===== src/rtl/spi_shift_engine.sv =====
// SPI master shift engine (mode 0) driven by an external clock divider.
// A request is latched in IDLE, chip select is asserted for one SETUP
// cycle with the first bit on mosi, then the divider runs while miso is
// sampled on each spi_clk rise and mosi advances on each fall. DONE
// publishes the right-aligned received word with a one-cycle rx_valid.
//
// Build option: define SPI_LSB_FIRST_EN for LSB-first shifting; the
// default build shifts MSB-first.
//
// Ports:
//   clk, rst          system clock, synchronous active-high reset
//   tx_valid/tx_ready transfer request handshake (ready only in IDLE)
//   tx_data, tx_len   right-aligned word and bit count (0 or >max = max)
//   spi_clk           serial clock from the divider, synchronous to clk
//   div_start         divider run request (high throughout XFER)
//   div_n_pulses      latched bit count for the divider
//   cs_n, mosi, miso  serial interface
//   rx_data, rx_valid received word and its one-cycle update strobe
//   busy              high in every state except IDLE
module spi_shift_engine #(
  parameter int SPI_MAXLEN = 16
) (
  input  logic                          clk,
  input  logic                          rst,
  input  logic                          tx_valid,
  output logic                          tx_ready,
  input  logic [SPI_MAXLEN-1:0]         tx_data,
  input  logic [$clog2(SPI_MAXLEN):0]   tx_len,
  input  logic                          spi_clk,
  output logic                          div_start,
  output logic [$clog2(SPI_MAXLEN):0]   div_n_pulses,
  output logic                          cs_n,
  output logic                          mosi,
  input  logic                          miso,
  output logic [SPI_MAXLEN-1:0]         rx_data,
  output logic                          rx_valid,
  output logic                          busy
);

  localparam int unsigned LW = $clog2(SPI_MAXLEN) + 1;

  typedef enum logic [1:0] {IDLE, SETUP, XFER, DONE} state_t;

  state_t                state;
  logic [SPI_MAXLEN-1:0] tx_sh;
  logic [SPI_MAXLEN-1:0] rx_sh;
  logic [LW-1:0]         len_q;
  logic [LW-1:0]         bit_cnt;
  logic                  spi_prev;

  logic                  spi_rise_c;
  logic                  spi_fall_c;
  logic [LW-1:0]         len_eff_c;
  logic [SPI_MAXLEN-1:0] tx_load_c;
  logic [SPI_MAXLEN-1:0] tx_next_c;
  logic [SPI_MAXLEN-1:0] rx_shift_c;
  logic [SPI_MAXLEN-1:0] rx_align_c;
  logic                  first_bit_c;
  logic                  next_bit_c;

  // Edge detection against the previous-cycle spi_clk sample
  assign spi_rise_c = spi_clk & ~spi_prev;
  assign spi_fall_c = ~spi_clk & spi_prev;

  // Zero or oversize lengths fall back to a full-width transfer
  assign len_eff_c = ((tx_len == '0) || (tx_len > LW'(SPI_MAXLEN)))
                     ? LW'(SPI_MAXLEN) : tx_len;

`ifdef SPI_LSB_FIRST_EN
  // LSB-first: shift out of bit 0, shift received bits in at the top
  assign tx_load_c   = tx_data;
  assign first_bit_c = tx_load_c[0];
  assign tx_next_c   = {1'b0, tx_sh[SPI_MAXLEN-1:1]};
  assign next_bit_c  = tx_next_c[0];
  assign rx_shift_c  = {miso, rx_sh[SPI_MAXLEN-1:1]};
  assign rx_align_c  = rx_sh >> (LW'(SPI_MAXLEN) - len_q);
`else
  // MSB-first: left-align the word so bit (len-1) leaves first
  assign tx_load_c   = tx_data << (LW'(SPI_MAXLEN) - len_eff_c);
  assign first_bit_c = tx_load_c[SPI_MAXLEN-1];
  assign tx_next_c   = {tx_sh[SPI_MAXLEN-2:0], 1'b0};
  assign next_bit_c  = tx_next_c[SPI_MAXLEN-1];
  assign rx_shift_c  = {rx_sh[SPI_MAXLEN-2:0], miso};
  assign rx_align_c  = rx_sh;
`endif

  // Transfer sequencer with registered outputs
  always_ff @(posedge clk) begin
    if (rst) begin
      state        <= IDLE;
      tx_ready     <= 1'b1;
      busy         <= 1'b0;
      cs_n         <= 1'b1;
      mosi         <= 1'b0;
      div_start    <= 1'b0;
      div_n_pulses <= '0;
      rx_data      <= '0;
      rx_valid     <= 1'b0;
      tx_sh        <= '0;
      rx_sh        <= '0;
      len_q        <= '0;
      bit_cnt      <= '0;
      spi_prev     <= 1'b0;
    end else begin
      spi_prev <= spi_clk;
      rx_valid <= 1'b0;
      case (state)
        IDLE: begin
          cs_n      <= 1'b1;
          mosi      <= 1'b0;
          div_start <= 1'b0;
          if (tx_valid && tx_ready) begin
            state        <= SETUP;
            tx_ready     <= 1'b0;
            busy         <= 1'b1;
            len_q        <= len_eff_c;
            div_n_pulses <= len_eff_c;
            tx_sh        <= tx_load_c;
            rx_sh        <= '0;
            bit_cnt      <= '0;
            cs_n         <= 1'b0;
            mosi         <= first_bit_c;
          end
        end
        SETUP: begin
          state     <= XFER;
          div_start <= 1'b1;
        end
        XFER: begin
          if (spi_rise_c) begin
            // Rises past the programmed length are ignored
            if (bit_cnt < len_q) begin
              rx_sh   <= rx_shift_c;
              bit_cnt <= bit_cnt + LW'(1);
            end
          end else if (spi_fall_c) begin
            if (bit_cnt >= len_q) begin
              state     <= DONE;
              div_start <= 1'b0;
              cs_n      <= 1'b1;
              mosi      <= 1'b0;
              rx_data   <= rx_align_c;
              rx_valid  <= 1'b1;
            end else if (bit_cnt != '0) begin
              // A fall before any rise would skip the first bit
              tx_sh <= tx_next_c;
              mosi  <= next_bit_c;
            end
          end
        end
        DONE: begin
          state        <= IDLE;
          tx_ready     <= 1'b1;
          busy         <= 1'b0;
          div_n_pulses <= '0;
        end
        default: begin
          state <= IDLE;
        end
      endcase
    end
  end

endmodule


===== config.mk =====
export PLATFORM = sky130hd
export DESIGN_NAME = spi_shift_engine
export DESIGN_NICKNAME = d
export VERILOG_FILES = /design/src/rtl/spi_shift_engine.sv
export SDC_FILE = /design/constraint.sdc
export NUM_CORES = 1
export LEC_CHECK = 0
export ABC_AREA = 0
export CAP_MARGIN = 20
export CORE_ASPECT_RATIO = 1.75
export CORE_MARGIN = 5
export CORE_UTILIZATION = 50
export DETAILED_ROUTE_END_ITERATION = 6
export GPL_ROUTABILITY_DRIVEN = 0
export PLACE_DENSITY = 0.74
export RECOVER_POWER = 25
export SKIP_CTS_REPAIR_TIMING = 1
export SLEW_MARGIN = 20
export SYNTH_ARGS = -nofsm -noshare
export SYNTH_HDL_FRONTEND = slang
export SYNTH_SLANG_ARGS = --single-unit

===== constraint.sdc =====
create_clock -name clk -period 4.3 [get_ports clk]
set_input_delay 0.86 -clock clk [delete_from_list [all_inputs] [get_ports clk]]
set_output_delay 0.86 -clock clk [all_outputs]
set_load 0.03 [all_outputs]

Word-level counts from Yosys, hierarchy flattened
Cells that the tools add are included.
Widths: inputs -> output; s select.
{"block": "totals", "output_inout_bits": 27, "regBits": 71, "input_bits": 26, "memories": 0, "latchBits": 0, "word_cells": 99, "romBits": 0, "ramBits": 0}
{"block": "classes", "n_mux": 42, "div_mod_pow": 0, "n_eq_ne": 12, "n_addsub": 2, "n_bitwise": 7, "shifts": 1, "n_reduce_logical": 18, "magnitude_cmp": 3, "multipliers": 0}
{"cell": "$mux 15", "count": 5}
{"cell": "$mux 16", "count": 3}
{"cell": "$pmux 16 s2", "count": 1}
{"cell": "$pmux 15 s2", "count": 1}
{"cell": "$mux 5", "count": 5}
{"cell": "$reduce_and 4->1", "count": 6}
{"cell": "$pmux 5 s2", "count": 2}
{"cell": "$ne 2x2->1 const B", "count": 8}
{"cell": "$shl 16x5->16", "count": 1}
{"cell": "$mux 1", "count": 15}
{"cell": "$mux 2", "count": 4}
{"cell": "$pmux 1 s2", "count": 4}
{"cell": "$pmux 2 s4", "count": 1}
{"cell": "$reduce_and 6->1", "count": 1}
{"cell": "$add 5x1->5 const B", "count": 1}
{"cell": "$ge 5x5->1", "count": 1}
{"cell": "$gt 5x5->1 const B", "count": 1}
{"cell": "$logic_not 5->1", "count": 1}
{"cell": "$lt 5x5->1", "count": 1}
{"cell": "$not 1->1", "count": 5}
{"cell": "$reduce_bool 5->1", "count": 1}
{"cell": "$sub 5x5->5 const A", "count": 1}
{"cell": "$eq 2x2->1 const B", "count": 2}
{"cell": "$reduce_and 2->1", "count": 2}
{"cell": "10 further kinds", "count": 12}

Depth between registers and ports, before layout
Gate-level depths: netlist of the first run.
{"block": "logic_depth", "word_depth": 7, "mapped_depth": 16}

Least setup slack after synthesis of the first run
Ideal clock, no wire load.
{"block": "synth_timing", "path_type": "input-to-reg", "startpoint": "input tx_len[1]", "endpoint": "register tx_sh[6]", "n_path_buf": 4, "path_stages": 14, "setup_ns": 0.132, "required_time_ns": 4.168, "path_slack_ns": 0.228, "arrival_ns": 3.940, "cell_sequence": "buf_2 -> nor4_2 -> inv_1 -> ha_1 -> buf_4 -> nor2b_4 -> buf_6 -> inv_2 -> ha_1 -> buf_1 -> mux4_2 -> mux2_2 -> a221oi_1 -> nor3_1"}
{"block": "synth_via", "elab_chain_len": 7}
{"item": "start, declared", "line": "28", "rtl": "input logic [$clog2(SPI_MAXLEN):0] tx_len,"}
{"item": "$gt 5x5->1 / $logic_not 5->1 (equally long branches)", "line": "66", "rtl": "assign len_eff_c = ((tx_len == '0) || (tx_len > LW'(SPI_MAXLEN)))"}
{"item": "$logic_or 1x1->1", "line": "66"}
{"item": "$mux 5 (*)", "line": "67", "rtl": "? LW'(SPI_MAXLEN) : tx_len;"}
{"item": "$sub 5x5->5 (*)", "line": "79", "rtl": "assign tx_load_c = tx_data << (LW'(SPI_MAXLEN) - len_eff_c);"}
{"item": "$shl 16x5->16 (*)", "line": "79"}
{"item": "$mux 15 (*)", "line": "112", "rtl": "if (tx_valid && tx_ready) begin"}
{"item": "$pmux 15 s2 (*)", "line": "107", "rtl": "case (state)"}
{"item": "end signal, assigned", "line": "118", "rtl": "tx_sh <= tx_load_c;"}
{"item": "end signal, assigned", "line": "146", "rtl": "tx_sh <= tx_next_c;"}
{"item": "end, declared", "line": "45", "rtl": "logic [SPI_MAXLEN-1:0] tx_sh;"}
Every way passes the cells marked *; elsewhere a longest branch is shown, timed or not. The select of a mux whose other input is x is not followed.
A chain may end at the register's enable or synchronous reset.

Worst setup path in the final report of the first run
{"block": "layout_timing", "startpoint": "input tx_len[3]", "endpoint": "register tx_sh[7]"}
Same word-level chain as after synthesis.

==> impl_metrics.ini, run 1 <==
[hold_path]
hold_path.class = reg -> reg

[worst_setup_path]
worstPathMaxFanout = 7
criticalPathCategory = in -> reg
worstPathCellList = clkdlybuf4s50_1 > nor4_2 > inv_1 > ha_1 > and2b_1 > mux2_2 > a2111oi_0 > a31oi_1 > a32oi_1 > a211oi_1
worstPathRequired_ps = 4420
slowest_cell_on_the_critical_path = a2111oi_0
startpoint_type = primary input
critPathArrivalTime_ps = 4030
slowest_delay_ps = 510
timing.critical_path.to_type = flip-flop

[synth]
synthesis.nets = 501
postSynth.asyncResetShare = 0
yosys.area.top_type_share = 0.353
synth.yosys.warnings = 0
avg_synthesized_cell_area_sq_um = 8.73
post_synth_instance_area_sq_um = 4030
most_frequently_used_flop_master_after_synthesis = dfxtp_1
seq_area_frac_synth = 0.353
synth-edff-count = 0
synth.ff_latch_count = 71
post-synth-top-area-cell = dfxtp_1
synth.distinct_cells = 58
postSynthCellCount = 461
netlist_top_cells_area = dfxtp_1 (35%), mux4_2 (7.8%), mux2i_1 (6.7%), a21oi_1 (6.0%), nand2_1 (5.1%)

[clock_network]
cts_sinks = 71
tritoncts = done
worstSkewPairLatency_ps = 330
cts-root-to-sink-buffers = 2
cts_max_level = 3
clockRootBuffer = clkbuf_16
clock_pin_slew_of_the_registers_on_the_worst_case_setup_and_hold_paths_ps = 60
cts_inserted_buffers = 9

[power]
leak_pwr_nw = 1.92
vdd_drop_max_mv = 0.285
design_power_total_mw = 2.48
cellPowerDensity_nw_per_um2 = 508

[global_route]
wire_length_of_the_first_global_routing_pass_mm = 16.4
grt_max_degree = 47
first_global_vias = 3483
antenna_found_initial = 0
grt_overflow = 0
grt_util_all_layers = 0.204

[timing]
fin_skew_ps = 6.64
timing_worst_slew_pin_value_ps = 1990
setup_total_negative_slack_ps = 0
rsz0062_at_grt = no
finalCritPeriodShare = 0.910
report.final.setup_viol = 0
slew_headroom = -0.327
final_max_slew_viol_count = 47
hold_viol_final = 0
layout_min_cycle_time_ps = 3910
fmax_mhz = 256

[cells_and_area]
layout-drive-gt1-share = 0.120
layout-area-overhead-vs-synth_pct = 21.4
num_antenna_cells = 0
final_design_area_no_fill_sq_um = 4890
nets = 545
final_cell_count_no_fill = 600
layout.core_utilization = 0.618

[floorplan]
initial_utilization = 0.509
boundaryPins = 53
design.die.area_sq_um = 10000
die_h_microns = 129
die_width_microns = 77.8
row_count = 43
core_area_sq_um = 7910

[routing]
drt-pass1-iter-count = 4
avgViaCountPerCell = 6.05
detail-route-antenna-nets = 0
wl_per_cell_microns = 16.8
drcViolationCount = 0
dr.first_iter.drc_count = 176
total_length_of_routed_wires_mm = 10.1
detailroute.via_count = 3630

[run_status]
result_of_the_run = complete, but fails checks
failing_checks = capacitance limit, slew limit

[placed_design]
io_buffer_count = 52
dp_hpwl_mm = 7.57
detailed_place.area_sq_um = 4590
placed_cells = 584

[flow_run]
cap_viol_max_count = 1
==> cell type report <==
type	count	area (sq um)
Fill cell	686	3020
Clock inverter	5	57.6
Multi-Input combinational cell	340	2370
Tap cell	90	113
Sequential cell	71	1420
Clock buffer	11	243
Inverter	17	63.8
Timing Repair Buffer	66	616
==> layer usage <==
layer / global-route usage / share of wire / vias to the layer above
li1: - / - / 1752
met1: 0.214 / 0.37 / 1711
met5: 0 / 0 / -
met2: 0.369 / 0.54 / 130
met4: 0.127 / 0.044 / 0
met3: 0.0350 / 0.048 / 37
==> metrics by stage <==
step                      hold WS [ps]  setup WS [ps]
after floorplan                    431            228
after global routing               485            201
final                              460            389
after global placement             448            249
after CTS                          461            497
after detailed placement           452            130
==> final timing paths <==
| check | cells past startpoint | from | endpoint | slack (ps) |
|---|---|---|---|---|
| max | 10 | tx_len[3] | tx_sh[7] | 390 |
| min | 2 | tx_sh[0] | tx_sh[0] | 460 |
| max reg2reg | 9 | state[0] | tx_sh[12] | 1470 |
| min reg2reg | 2 | tx_sh[0] | tx_sh[0] | 460 |
==> where the power goes <==
group / internal (mW) / switching, mW
clock: 0.463 / 0.276
sequential: 0.760 / 0.0712
combinational: 0.327 / 0.584
==> logic make-up after synthesis <==
kind of cell               share of synthesized area
and+or+nand+nor                                0.192
AOI/OAI and AO/OA                              0.174
buffers and inverters                         0.0575
adders and majority gates                     0.0435
muxes                                          0.162
DFF                                            0.353
xor gates and xnor gates                      0.0174
==> placed cells by master (no fill, tap or decap), drive strengths merged, types with 14 or more instances in the layout <==
cell,netlist,layout
dfxtp,71,71
nand2,55,55
nor2,49,49
a21oi,48,48
clkdlybuf4s50,0,35
nand3,28,28
mux2i,27,27
inv,17,17
dlygate4sd3,0,16
mux4,14,14
ha,14,14
==> state kept, by name, summed over array words and instances (netlist names) <==
| signal | count |
|---|---|
| bit_cnt | 5 |
| div_n_pulses | 5 |
| div_start | 1 |
| rx_data | 16 |
| tx_ready | 1 |
| rx_valid | 1 |
| cs_n | 1 |
| rx_align_c | 16 |
| mosi | 1 |
| tx_sh | 15 |
| len_q | 5 |
| busy | 1 |
| state | 2 |
| spi_prev | 1 |
==> cell usage after synthesis (4+ instances only) <==
| library cell | instances |
|---|---|
| dfxtp_1 | 71 |
| nand2_1 | 55 |
| a21oi_1 | 48 |
| nor2_1 | 48 |
| nand3_1 | 28 |
| mux2i_1 | 27 |
| inv_1 | 16 |
| clkbuf_1 | 14 |
| ha_1 | 14 |
| mux4_2 | 14 |
| o21ai_0 | 12 |
| buf_2 | 11 |
| a211oi_1 | 10 |
| a32oi_1 | 6 |
| mux2_2 | 6 |
| a22oi_1 | 5 |
| a311oi_1 | 4 |
| buf_4 | 4 |
| nand2b_1 | 4 |
| nand4_1 | 4 |
| nor2b_1 | 4 |
==> worst max-delay path, delay by kind of cell <==
family / cells / cell delay (ps)
compound gates: 4 / 970
fa+ha+maj: 1 / 390
buf+inv: 2 / 570
mux: 1 / 380
simple gates: 2 / 860
Power figures use the tool's default switching activity.
==> inputs of run 2 (changes only) <==
clock period = 3.2 ns   (was 4.3 ns; I/O delays follow)
==> impl_metrics.ini, run 2 (synthesis gave the netlist of run 1 again) <==
[placed_design]
placed_cells = 607
detailed_place.area_sq_um = 4820
dp_hpwl_mm = 7.92
io_buffer_count = 52
place_worst_setup_slack_ps = -441

[clock_network]
cts-root-to-sink-buffers = 2
cts_inserted_buffers = 9
tritoncts = done
clockRootBuffer = clkbuf_16
cts_max_level = 3
clock_pin_slew_of_the_registers_on_the_worst_case_setup_and_hold_paths_ps = 50
worstSkewPairLatency_ps = 330
cts_sinks = 71

[timing]
report.final.setup_viol = 0
fmax_mhz = 323
finalHoldWorstSlack_ps = 459
hold_viol_final = 0
fin_ws_ps = 105
timing_worst_slew_pin_value_ps = 914
fin_skew_ps = 5.10
layout_min_cycle_time_ps = 3090
final_max_slew_viol_count = 0
finalCritPeriodShare = 0.967
slew_headroom = 0.391

[hold_path]
hold-path-cell-count = 2
holdCritStartpoint = len_q[1]
hold_path.class = reg -> reg

[floorplan]
design.die.area_sq_um = 10000
die_width_microns = 77.8
core_area_sq_um = 7910
row_count = 43
boundaryPins = 53
die_h_microns = 129
initial_utilization = 0.509

[routing]
detail-route-antenna-nets = 0
detailroute.via_count = 3702
total_length_of_routed_wires_mm = 10.5
wl_per_cell_microns = 16.8
dr.first_iter.drc_count = 190
drcViolationCount = 0
avgViaCountPerCell = 5.91
drt-pass1-iter-count = 5

[worst_setup_path]
criticalPathCategory = in -> reg
beginning_of_the_worst_register_to_register_path = bit_cnt[2]
worstPathCellList = clkdlybuf4s50_1 > nor4_4 > inv_1 > ha_4 > nor2b_4 > inv_8 > ha_4 > buf_4 > mux4_2 > a22o_1 > a22oi_1 > a311oi_1
worst-path-stages = 12
critPathArrivalTime_ps = 3280
timing.critical_path.to_type = flip-flop
timing.reg2reg.worst_path_depth = 6
slowest_cell_on_the_critical_path = clkdlybuf4s50_1
cp.buffers_inverters = 4
crit_family = buffers and inverters
slowest_delay_ps = 460
startpoint_type = primary input
crit_start = tx_len[0]
cpMostUsedCell = ha_4
worstPathRequired_ps = 3380
worstPathMaxFanout = 11

[cells_and_area]
leading_cell_type_in_the_layout_fill_and_taps_excluded = dfxtp_1
num_antenna_cells = 0
final_design_area_no_fill_sq_um = 5220
nets = 571
final_cell_count_no_fill = 626
layout-drive-gt1-share = 0.185
multi_input_comb_area_sq_um = 2460
layout.cells.most_common_list = dfxtp_1 (71), nand2_1 (55), nor2_1 (48)
layout-area-overhead-vs-synth_pct = 29.7
fill_cells = 635
register_area_sq_um = 1420

[global_route]
grt_max_degree = 42
first_global_vias = 3696
grt_overflow = 0
antenna_found_initial = 0
grt_util_all_layers = 0.217
wire_length_of_the_first_global_routing_pass_mm = 17.4

[power]
design_power_total_mw = 3.58
cellPowerDensity_nw_per_um2 = 685
vdd_drop_max_mv = 0.428
leak_pwr_nw = 2.13

[run_status]
result_of_the_run = completed

[flow_run]
cap_viol_max_count = 0
-- run 2: worst paths after layout --
kind	endpoint	slack (ps)
worst min register to register	len_q[1]	460
worst max register to register	rx_data[11]	730
worst max-delay path	tx_sh[14]	110
worst min-delay path	len_q[1]	460
-- run 2: worst reg2reg max path, stage by stage (launching register included) --
cell and delay, ps:
dfxtp_1 430, ha_1 290, a21oi_1 270, o221a_2 270
or3_1 720, mux2i_1 300, nor2_1 60
-- run 2: routing by layer --
metal / track usage / routed length [microns] / vias to the layer above
met5: 0 / 0 / -
li1: - / - / 1812
met1: 0.219 / 3860 / 1749
met4: 0.150 / 457 / 0
met2: 0.395 / 5730 / 108
met3: 0.0371 / 453 / 33
-- run 2: power by group --
| group | internal, mW | switching [mW] |
|---|---|---|
| Sequential | 1.02 | 0.0882 |
| Combinational | 0.560 | 0.830 |
| Clock | 0.724 | 0.355 |
| Total | 2.30 | 1.27 |
-- run 2: cell type report --
| type | count | area share |
|---|---|---|
| timing repair buffer | 92 | 0.158 |
| sequential | 71 | 0.272 |
| tap | 90 | 0.0216 |
| clock inverter | 3 | 0.0125 |
| clock buffer | 13 | 0.0498 |
| multi-input combinational | 340 | 0.472 |
| inverter | 17 | 0.0137 |
-- run 2: through the flow --
| step | utilization | TNS [ps] |
|---|---|---|
| finish | 0.660 | 0 |
| global route | 0.660 | -6.66 |
| CTS | 0.651 | -323 |
| detailed placement | 0.610 | -4900 |
| global placement | 0.610 | -3760 |
| floorplan | - | -42.0 |
